<file path="config.mk">
export PLATFORM = sky130hd
export DESIGN_NAME = se_conv_scheduler_flat
export DESIGN_NICKNAME = d
export VERILOG_FILES = /design/src/rtl/se_conv_scheduler_if.sv /design/src/rtl/se_conv_scheduler.sv /design/src/flat_wrapper.sv
export SDC_FILE = /design/constraint.sdc
export NUM_CORES = 1
export LEC_CHECK = 0
export BUFFER_PORTS_ARGS = -buffer_cell sky130_fd_sc_hd__buf_2
export CAP_MARGIN = 10
export CORE_MARGIN = 2
export CORE_UTILIZATION = 45
export CTS_CLUSTER_SIZE = 20
export DETAILED_ROUTE_END_ITERATION = 12
export GPL_TIMING_DRIVEN = 0
export PLACE_DENSITY = 0.74
export SLEW_MARGIN = 15
export SYNTH_ARGS = -nofsm -noshare
export SYNTH_HDL_FRONTEND = slang
export SYNTH_SLANG_ARGS = --single-unit
</file>
<file path="constraint.sdc">
create_clock -name clk -period 4.95 [get_ports clk]
set_input_delay 0.2475 -clock clk [delete_from_list [all_inputs] [get_ports clk]]
set_output_delay 0.2475 -clock clk [all_outputs]
set_load 0.02 [all_outputs]
</file>
<file path="src/rtl/se_conv_scheduler_if.sv">
// Handshake/bus bundle between the SE conv scheduler and its environment
// (control, weight memory, input buffer, 1x1 engine, result stream).
interface se_conv_scheduler_if #(
  parameter int DATA_WIDTH   = 16,
  parameter int IN_CHANNELS  = 16,
  parameter int OUT_CHANNELS = 4
);
  localparam int WAW = (IN_CHANNELS*OUT_CHANNELS > 1) ? $clog2(IN_CHANNELS*OUT_CHANNELS) : 1;
  localparam int XAW = (IN_CHANNELS > 1) ? $clog2(IN_CHANNELS) : 1;
  localparam int CHW = (OUT_CHANNELS > 1) ? $clog2(OUT_CHANNELS) : 1;

  logic                  start;
  logic                  reload_w;
  logic                  busy;
  logic                  done;
  logic                  error;
  logic                  w_rd_en;
  logic [WAW-1:0]        w_addr;
  logic [DATA_WIDTH-1:0] w_data;
  logic                  x_rd_en;
  logic [XAW-1:0]        x_addr;
  logic [DATA_WIDTH-1:0] x_data;
  logic                  eng_rst;
  logic                  eng_load_kernel;
  logic [DATA_WIDTH-1:0] eng_in_data;
  logic                  eng_in_valid;
  logic [DATA_WIDTH-1:0] eng_out_data;
  logic                  eng_out_valid;
  logic                  res_valid;
  logic [CHW-1:0]        res_ch;
  logic [DATA_WIDTH-1:0] res_data;

  // scheduler side
  modport master (
    input  start, reload_w, w_data, x_data, eng_out_data, eng_out_valid,
    output busy, done, error, w_rd_en, w_addr, x_rd_en, x_addr,
           eng_rst, eng_load_kernel, eng_in_data, eng_in_valid,
           res_valid, res_ch, res_data
  );

  // environment side (control, memories, engine, result sink)
  modport slave (
    output start, reload_w, w_data, x_data, eng_out_data, eng_out_valid,
    input  busy, done, error, w_rd_en, w_addr, x_rd_en, x_addr,
           eng_rst, eng_load_kernel, eng_in_data, eng_in_valid,
           res_valid, res_ch, res_data
  );
endinterface

</file>
<file path="src/rtl/se_conv_scheduler.sv">
// Sequencer for the serial 1x1 conv engine in the SE path: optional engine
// reset + kernel load, one input vector stream, result collection with a
// watchdog that resets a stalled engine.
module se_conv_scheduler #(
  parameter int DATA_WIDTH   = 16,
  parameter int IN_CHANNELS  = 16,
  parameter int OUT_CHANNELS = 4,
  parameter int TIMEOUT      = 256
) (
  input  logic               clk,
  input  logic               rst,
  se_conv_scheduler_if.master bus
);
  localparam int WAW = (IN_CHANNELS*OUT_CHANNELS > 1) ? $clog2(IN_CHANNELS*OUT_CHANNELS) : 1;
  localparam int XAW = (IN_CHANNELS > 1) ? $clog2(IN_CHANNELS) : 1;
  localparam int CHW = (OUT_CHANNELS > 1) ? $clog2(OUT_CHANNELS) : 1;
  localparam int WDW = $clog2(TIMEOUT + 1);

  localparam logic [WAW-1:0] W_LAST  = WAW'(IN_CHANNELS*OUT_CHANNELS - 1);
  localparam logic [XAW-1:0] X_LAST  = XAW'(IN_CHANNELS - 1);
  localparam logic [CHW-1:0] CH_LAST = CHW'(OUT_CHANNELS - 1);
  localparam logic [WDW-1:0] WD_LAST = WDW'(TIMEOUT - 1);

  typedef enum logic [3:0] {
    S_IDLE, S_ENG_RST, S_W_PRE, S_W_STREAM, S_X_PRE,
    S_X_STREAM, S_WAIT_OUT, S_DONE, S_ERR
  } state_t;

  state_t                r_state;
  logic                  r_wloaded;
  logic                  r_busy, r_done, r_error;
  logic                  r_w_rd_en, r_x_rd_en;
  logic [WAW-1:0]        r_w_addr;
  logic [XAW-1:0]        r_x_addr;
  logic                  r_eng_rst, r_load_k, r_eng_vld;
  logic                  r_src_w, r_src_x;   // which memory feeds eng_in_data this cycle
  logic [CHW-1:0]        r_cnt;
  logic [WDW-1:0]        r_wd;
  logic                  r_res_valid;
  logic [CHW-1:0]        r_res_ch;
  logic [DATA_WIDTH-1:0] r_res_data;
  logic                  w_last_strobe;

  // final result strobe of the run takes priority over a watchdog expiry
  assign w_last_strobe = bus.eng_out_valid && (r_cnt == CH_LAST);

  // sequencer FSM; every output is registered here
  always_ff @(posedge clk or posedge rst) begin
    if (rst) begin
      r_state     <= S_IDLE;
      r_wloaded   <= 1'b0;
      r_busy      <= 1'b0;
      r_done      <= 1'b0;
      r_error     <= 1'b0;
      r_w_rd_en   <= 1'b0;
      r_x_rd_en   <= 1'b0;
      r_w_addr    <= '0;
      r_x_addr    <= '0;
      r_eng_rst   <= 1'b0;
      r_load_k    <= 1'b0;
      r_eng_vld   <= 1'b0;
      r_src_w     <= 1'b0;
      r_src_x     <= 1'b0;
      r_cnt       <= '0;
      r_wd        <= '0;
      r_res_valid <= 1'b0;
      r_res_ch    <= '0;
      r_res_data  <= '0;
    end else begin
      r_done      <= 1'b0;
      r_error     <= 1'b0;
      r_eng_rst   <= 1'b0;
      r_res_valid <= 1'b0;
      r_eng_vld   <= 1'b0;
      r_src_w     <= 1'b0;
      r_src_x     <= 1'b0;
      case (r_state)
        S_IDLE: begin
          if (bus.start) begin
            r_busy <= 1'b1;
            if (bus.reload_w || !r_wloaded) begin
              r_state   <= S_ENG_RST;
              r_eng_rst <= 1'b1;
              r_wloaded <= 1'b0;
            end else begin
              r_state   <= S_X_PRE;
              r_eng_vld <= 1'b1;          // wake word, data muxes to 0
            end
          end
        end
        S_ENG_RST: begin
          r_state  <= S_W_PRE;
          r_load_k <= 1'b1;               // wake cycle, no valid
        end
        S_W_PRE: begin
          r_state   <= S_W_STREAM;
          r_w_rd_en <= 1'b1;
          r_w_addr  <= '0;
        end
        S_W_STREAM: begin
          r_eng_vld <= r_w_rd_en;         // read data lands one cycle later
          r_src_w   <= r_w_rd_en;
          if (r_w_rd_en) begin
            if (r_w_addr == W_LAST) r_w_rd_en <= 1'b0;
            else                    r_w_addr  <= r_w_addr + 1'b1;
          end else begin
            // drain cycle: last weight is on the engine input now
            r_wloaded <= 1'b1;
            r_load_k  <= 1'b0;
            r_state   <= S_X_PRE;
            r_eng_vld <= 1'b1;
          end
        end
        S_X_PRE: begin
          r_state   <= S_X_STREAM;
          r_x_rd_en <= 1'b1;
          r_x_addr  <= '0;
        end
        S_X_STREAM: begin
          r_eng_vld <= r_x_rd_en;
          r_src_x   <= r_x_rd_en;
          if (r_x_rd_en) begin
            if (r_x_addr == X_LAST) r_x_rd_en <= 1'b0;
            else                    r_x_addr  <= r_x_addr + 1'b1;
          end else begin
            r_cnt   <= '0;
            r_wd    <= '0;
            r_state <= S_WAIT_OUT;
          end
        end
        S_WAIT_OUT: begin
          if (bus.eng_out_valid) begin
            r_res_valid <= 1'b1;
            r_res_ch    <= r_cnt;
            r_res_data  <= bus.eng_out_data;
            if (r_cnt == CH_LAST) begin
              r_state <= S_DONE;
              r_done  <= 1'b1;
            end else begin
              r_cnt <= r_cnt + 1'b1;
            end
          end
          if (!w_last_strobe) begin
            if (r_wd == WD_LAST) begin
              r_state   <= S_ERR;
              r_error   <= 1'b1;
              r_eng_rst <= 1'b1;
              r_wloaded <= 1'b0;
            end else begin
              r_wd <= r_wd + 1'b1;
            end
          end
        end
        S_DONE, S_ERR: begin
          r_state <= S_IDLE;
          r_busy  <= 1'b0;
        end
        default: r_state <= S_IDLE;
      endcase
    end
  end

  assign bus.busy            = r_busy;
  assign bus.done            = r_done;
  assign bus.error           = r_error;
  assign bus.w_rd_en         = r_w_rd_en;
  assign bus.w_addr          = r_w_addr;
  assign bus.x_rd_en         = r_x_rd_en;
  assign bus.x_addr          = r_x_addr;
  assign bus.eng_rst         = r_eng_rst;
  assign bus.eng_load_kernel = r_load_k;
  assign bus.eng_in_valid    = r_eng_vld;
  // memory read data is only valid in the cycle after the strobe, so it is
  // steered straight through rather than registered
  assign bus.eng_in_data     = r_src_w ? bus.w_data : (r_src_x ? bus.x_data : '0);
  assign bus.res_valid       = r_res_valid;
  assign bus.res_ch          = r_res_ch;
  assign bus.res_data        = r_res_data;
endmodule

</file>
<file path="src/flat_wrapper.sv">
// flat-port wrapper written by rule: the top's interface ports become plain ports
module se_conv_scheduler_flat 
#(
  parameter int DATA_WIDTH   = 16,
  parameter int IN_CHANNELS  = 16,
  parameter int OUT_CHANNELS = 4,
  parameter int TIMEOUT      = 256
)
  (clk, rst, bus_start, bus_reload_w, bus_w_data, bus_x_data, bus_eng_out_data, bus_eng_out_valid, bus_busy, bus_done, bus_error, bus_w_rd_en, bus_w_addr, bus_x_rd_en, bus_x_addr, bus_eng_rst, bus_eng_load_kernel, bus_eng_in_data, bus_eng_in_valid, bus_res_valid, bus_res_ch, bus_res_data);
  se_conv_scheduler_if #(.DATA_WIDTH(DATA_WIDTH), .IN_CHANNELS(IN_CHANNELS), .OUT_CHANNELS(OUT_CHANNELS)) bus_i ();
  input  logic clk;
  input  logic rst;
  input wire logic [$bits(bus_i.start)-1:0] bus_start;
  input wire logic [$bits(bus_i.reload_w)-1:0] bus_reload_w;
  input wire logic [$bits(bus_i.w_data)-1:0] bus_w_data;
  input wire logic [$bits(bus_i.x_data)-1:0] bus_x_data;
  input wire logic [$bits(bus_i.eng_out_data)-1:0] bus_eng_out_data;
  input wire logic [$bits(bus_i.eng_out_valid)-1:0] bus_eng_out_valid;
  output wire logic [$bits(bus_i.busy)-1:0] bus_busy;
  output wire logic [$bits(bus_i.done)-1:0] bus_done;
  output wire logic [$bits(bus_i.error)-1:0] bus_error;
  output wire logic [$bits(bus_i.w_rd_en)-1:0] bus_w_rd_en;
  output wire logic [$bits(bus_i.w_addr)-1:0] bus_w_addr;
  output wire logic [$bits(bus_i.x_rd_en)-1:0] bus_x_rd_en;
  output wire logic [$bits(bus_i.x_addr)-1:0] bus_x_addr;
  output wire logic [$bits(bus_i.eng_rst)-1:0] bus_eng_rst;
  output wire logic [$bits(bus_i.eng_load_kernel)-1:0] bus_eng_load_kernel;
  output wire logic [$bits(bus_i.eng_in_data)-1:0] bus_eng_in_data;
  output wire logic [$bits(bus_i.eng_in_valid)-1:0] bus_eng_in_valid;
  output wire logic [$bits(bus_i.res_valid)-1:0] bus_res_valid;
  output wire logic [$bits(bus_i.res_ch)-1:0] bus_res_ch;
  output wire logic [$bits(bus_i.res_data)-1:0] bus_res_data;
  assign bus_i.start = bus_start;
  assign bus_i.reload_w = bus_reload_w;
  assign bus_i.w_data = bus_w_data;
  assign bus_i.x_data = bus_x_data;
  assign bus_i.eng_out_data = bus_eng_out_data;
  assign bus_i.eng_out_valid = bus_eng_out_valid;
  assign bus_busy = bus_i.busy;
  assign bus_done = bus_i.done;
  assign bus_error = bus_i.error;
  assign bus_w_rd_en = bus_i.w_rd_en;
  assign bus_w_addr = bus_i.w_addr;
  assign bus_x_rd_en = bus_i.x_rd_en;
  assign bus_x_addr = bus_i.x_addr;
  assign bus_eng_rst = bus_i.eng_rst;
  assign bus_eng_load_kernel = bus_i.eng_load_kernel;
  assign bus_eng_in_data = bus_i.eng_in_data;
  assign bus_eng_in_valid = bus_i.eng_in_valid;
  assign bus_res_valid = bus_i.res_valid;
  assign bus_res_ch = bus_i.res_ch;
  assign bus_res_data = bus_i.res_data;
  se_conv_scheduler #(.DATA_WIDTH(DATA_WIDTH), .IN_CHANNELS(IN_CHANNELS), .OUT_CHANNELS(OUT_CHANNELS), .TIMEOUT(TIMEOUT)) u_core (.clk(clk), .rst(rst), .bus(bus_i));
endmodule
</file>
==> metrics.md <==
| Metric | Value |
|---|---|
| Status | finished clean |
| Final hold violation count | 0 |
| Most frequent cells in the layout | buf_2 (112), dfrtp_1 (55), nor2_1 (18), mux2_1 (18), a22o_1 (17) |
| First-pass GRT wire length | roughly 10000 um |
| Post-synthesis sequential area ratio | 49.26% |
| CTS Root Cell | clkbuf_8 |
| Post-synth EDFFs | 0 |
| Post-Place Cell Area | 0.003441 mm2 |
| Top cell type's share of synthesized area | 49.26% |
| Clock sinks | 55 |
| Routability cong. | 0.8370 |
| Post-CTS resize count | 0 |
| Post-synth top flop | dfrtp_1 |
| Die W | 82.80 um |
| Max clock buf depth | 2 |
| Worst Path Arrival | approximately 2600 ps |
| Most area-consuming cells after synthesis | dfrtp_1 (49%), mux2_1 (7.3%), a22o_1 (5.3%) |
| Synth Instances | 264 |
| Most common cell after layout, fill and taps aside | buf_2 |
| Routed wire length | between 6000 and 7000 um |
| Power Dens Cells | 541.3 mW/mm2 |
| Final Hold Slack | about 43 ps |
| Mapped Area | between 0.002 and 0.003 mm2 |
| Clock skew after layout | ~5.9 ps |
| Critical-path top delay cell | a21oi_1 |
| Post-CTS Hold Buffers | 0 |
| CP Class | flip-flop to flip-flop |
| Final #Nets | 435 |
| I/O Buffers | 105 |
| Initial Utilization | 46.91% |
| I/O pin cnt | around 110 |
| Number of CTS-inserted buffers | 5 |
| Avg Vias per Cell | 5.413 |
| DIE HEIGHT | 82.80 um |
| Count of final setup violators | 0 |
| Synthesis-stage register bit count | 55 |
| H-tree levels | 2 |
| Crit path cell chain | ha_1 -> nand2_1 -> nor2_1 -> ha_1 -> a21oi_1 -> nand3_2 -> or3_1 -> a21oi_1 |
| Max incr delay on CP | ~500 ps |
| Reg area | approximately 0.0014 mm2 |
| Slew Limit Headroom | about half |
| Sum of negative setup slack | 0 ps |
| Starting DRC count in detailed routing | 94 |
| Critical Path Fanout Max | 8 |
| Worst Path Required | between 5000 and 6000 ps |
| RSZ-0062 raised after global routing | no |
| CTS tree | yes |
| Vias in the first global route | around 2300 |
| Worst setup EP type | flip-flop |
| Final period utilization | a little under half |
| Post-synth ARST share | 100.0% |
| Initial antenna violation count | 0 |
| Synth cell types | 54 |
| DR pass1 iterations | 4 |
| Post-CTS Setup Repair Bufs | 0 |
| Wire per inst | between 10 and 15 um |
| Share of cells above drive strength 1 | 34.66% |
| HP Class | input pin to asynchronous set/reset pin |
| Inserted Diodes | 0 |
| Fill cells | 532 |
| Syn_nets | between 300 and 400 |
| CORE AREA | just under 0.006 mm2 |
| Util after Layout | around three fifths |
| Global route overflow | 0 |
| Fmax | between 400 and 500 MHz |
| Largest net degree at the start of global routing | 34 |
| Total leakage power | roughly 1.8 nW |
| Post-route cell area | 0.003538 mm2 |
| Actual slew at the worst max-slew pin | 724.1 ps |
| Total track usage | 19.55% |
| DP HPWL | 4964 um |
| Design Power | 1.915 mW |
| Warnings from Yosys | 0 |
| Vias | 2452 |
| ANT nets after route | 0 |
| Drt drc | 0 |
| Minimum clock period after layout | around 2300 ps |
| Synth area leader | dfrtp_1 |
| Row cnt | 28 |
| Die ar. | 0.006855 mm2 |
| Critical Path Start Type | flip-flop |
| Max-slew violations | 0 |
| Max Cap Violations | 0 |
| Mean area per synthesized cell | ~11 um2 |
| Area Growth Syn to Fin | 26.65% |
| Maximum vdd drop | 0.0002591 V |
| Worst-Skew Late Latency | 320 ps |
| Area of the multi-input gates | roughly 0.0013 mm2 |
| Worst-path clk slew | approximately 100 ps |
where the power goes:
| group | internal, mW | switching (mW) |
|---|---|---|
| Clock | 0.105 | 0.160 |
| Combinational | 0.374 | 0.590 |
| Sequential | 0.597 | 0.0891 |
synthesized netlist by cell type, types with 3 or more instances:
cell type / n
nor2_1: 18
nand3_1: 10
ha_1: 5
mux2_1: 18
o21ai_0: 5
nand2b_1: 5
a21oi_1: 11
clkbuf_1: 7
buf_2: 7
nor3_1: 3
and4_1: 3
nand3b_1: 3
a22o_1: 17
o21ai_1: 13
dfrtp_1: 55
nand4_1: 8
xor2_1: 4
nor2b_1: 4
inv_1: 8
and2_1: 3
nand2_1: 14
worst max-delay path: cells and delay by family, from the launching register on:
kind	cells	cell delay, ps
and+or+nand+nor	4	700
AOI/OAI and AO/OA	2	650
adders and majority gates	2	470
DFF	1	420
final cells by class:
| class | count | share of cell area, % |
|---|---|---|
| multi-input combinational | 182 | 36.63 |
| inverter | 10 | 1.061 |
| clock inverter | 3 | 0.8133 |
| tap | 75 | 2.652 |
| clock buffer | 5 | 1.945 |
| timing repair buffer | 106 | 15.63 |
| buffer | 17 | 2.369 |
| sequential | 55 | 38.90 |
registers in the layout (all words and copies together), names as in the netlist:
name / count
u_core.bus.res_data: 16
u_core.r_wd: 9
u_core.bus.w_addr: 6
u_core.bus.x_addr: 4
u_core.r_state: 4
u_core.bus.res_ch: 2
u_core.r_cnt: 2
u_core.bus.busy: 1
u_core.bus.done: 1
u_core.bus.eng_in_valid: 1
u_core.bus.eng_load_kernel: 1
u_core.bus.eng_rst: 1
u_core.bus.error: 1
u_core.bus.res_valid: 1
u_core.bus.w_rd_en: 1
u_core.bus.x_rd_en: 1
u_core.r_src_w: 1
u_core.r_src_x: 1
u_core.r_wloaded: 1
cell families after synthesis:
group                      after synthesis  synth area share (%)
and+or+nand+nor                         85                 17.51
AOI/OAI and AO/OA                       67                 17.02
DFF                                     55                 49.26
buffers and inverters                   27                 4.344
muxes                                   21                 8.374
adders and majority gates                5                 2.239
xor gates and xnor gates                 4                 1.254
per-layer routing:
metal | vias up | track usage, % | share of wire (%)
met5 | - | 0 | 0
met4 | 0 | 4.426 | 0.95
met3 | 6 | 3.571 | 6.9
met2 | 97 | 37.18 | 50
met1 | 1148 | 22.70 | 42
li1 | 1201 | - | -
path summary, 6_finish.rpt:
| path | from | end | slack, ps | depth (start not counted) |
|---|---|---|---|---|
| worst min register to register | u_core.bus.res_data[3]$_DFFE_PP0P_ | u_core.bus.res_data[3]$_DFFE_PP0P_ | 500 | 1 |
| worst min-delay path | rst | u_core.r_wd[5]$_DFFE_PP0P_ | 40 | 2 |
| max in group asynchronous | rst | u_core.bus.w_rd_en$_DFFE_PP0P_ | 4350 | 3 |
| worst max register to register | u_core.r_wd[0]$_DFFE_PP0P_ | u_core.r_wd[7]$_DFFE_PP0P_ | 2630 | 8 |
| min in group clk | bus_eng_out_data[12] | u_core.bus.res_data[12]$_DFFE_PP0P_ | 130 | 2 |
| worst max-delay path | u_core.r_wd[0]$_DFFE_PP0P_ | u_core.r_wd[7]$_DFFE_PP0P_ | 2630 | 8 |
through the flow:
stage               std cells  worst slack, ps
CTS                       453             2635
global route              453             2424
floorplan                 264             2948
finish                    453             2626
global placement          444             2698
detailed placement        445             2646
Note: power is estimated with default switching activity, not from simulation.
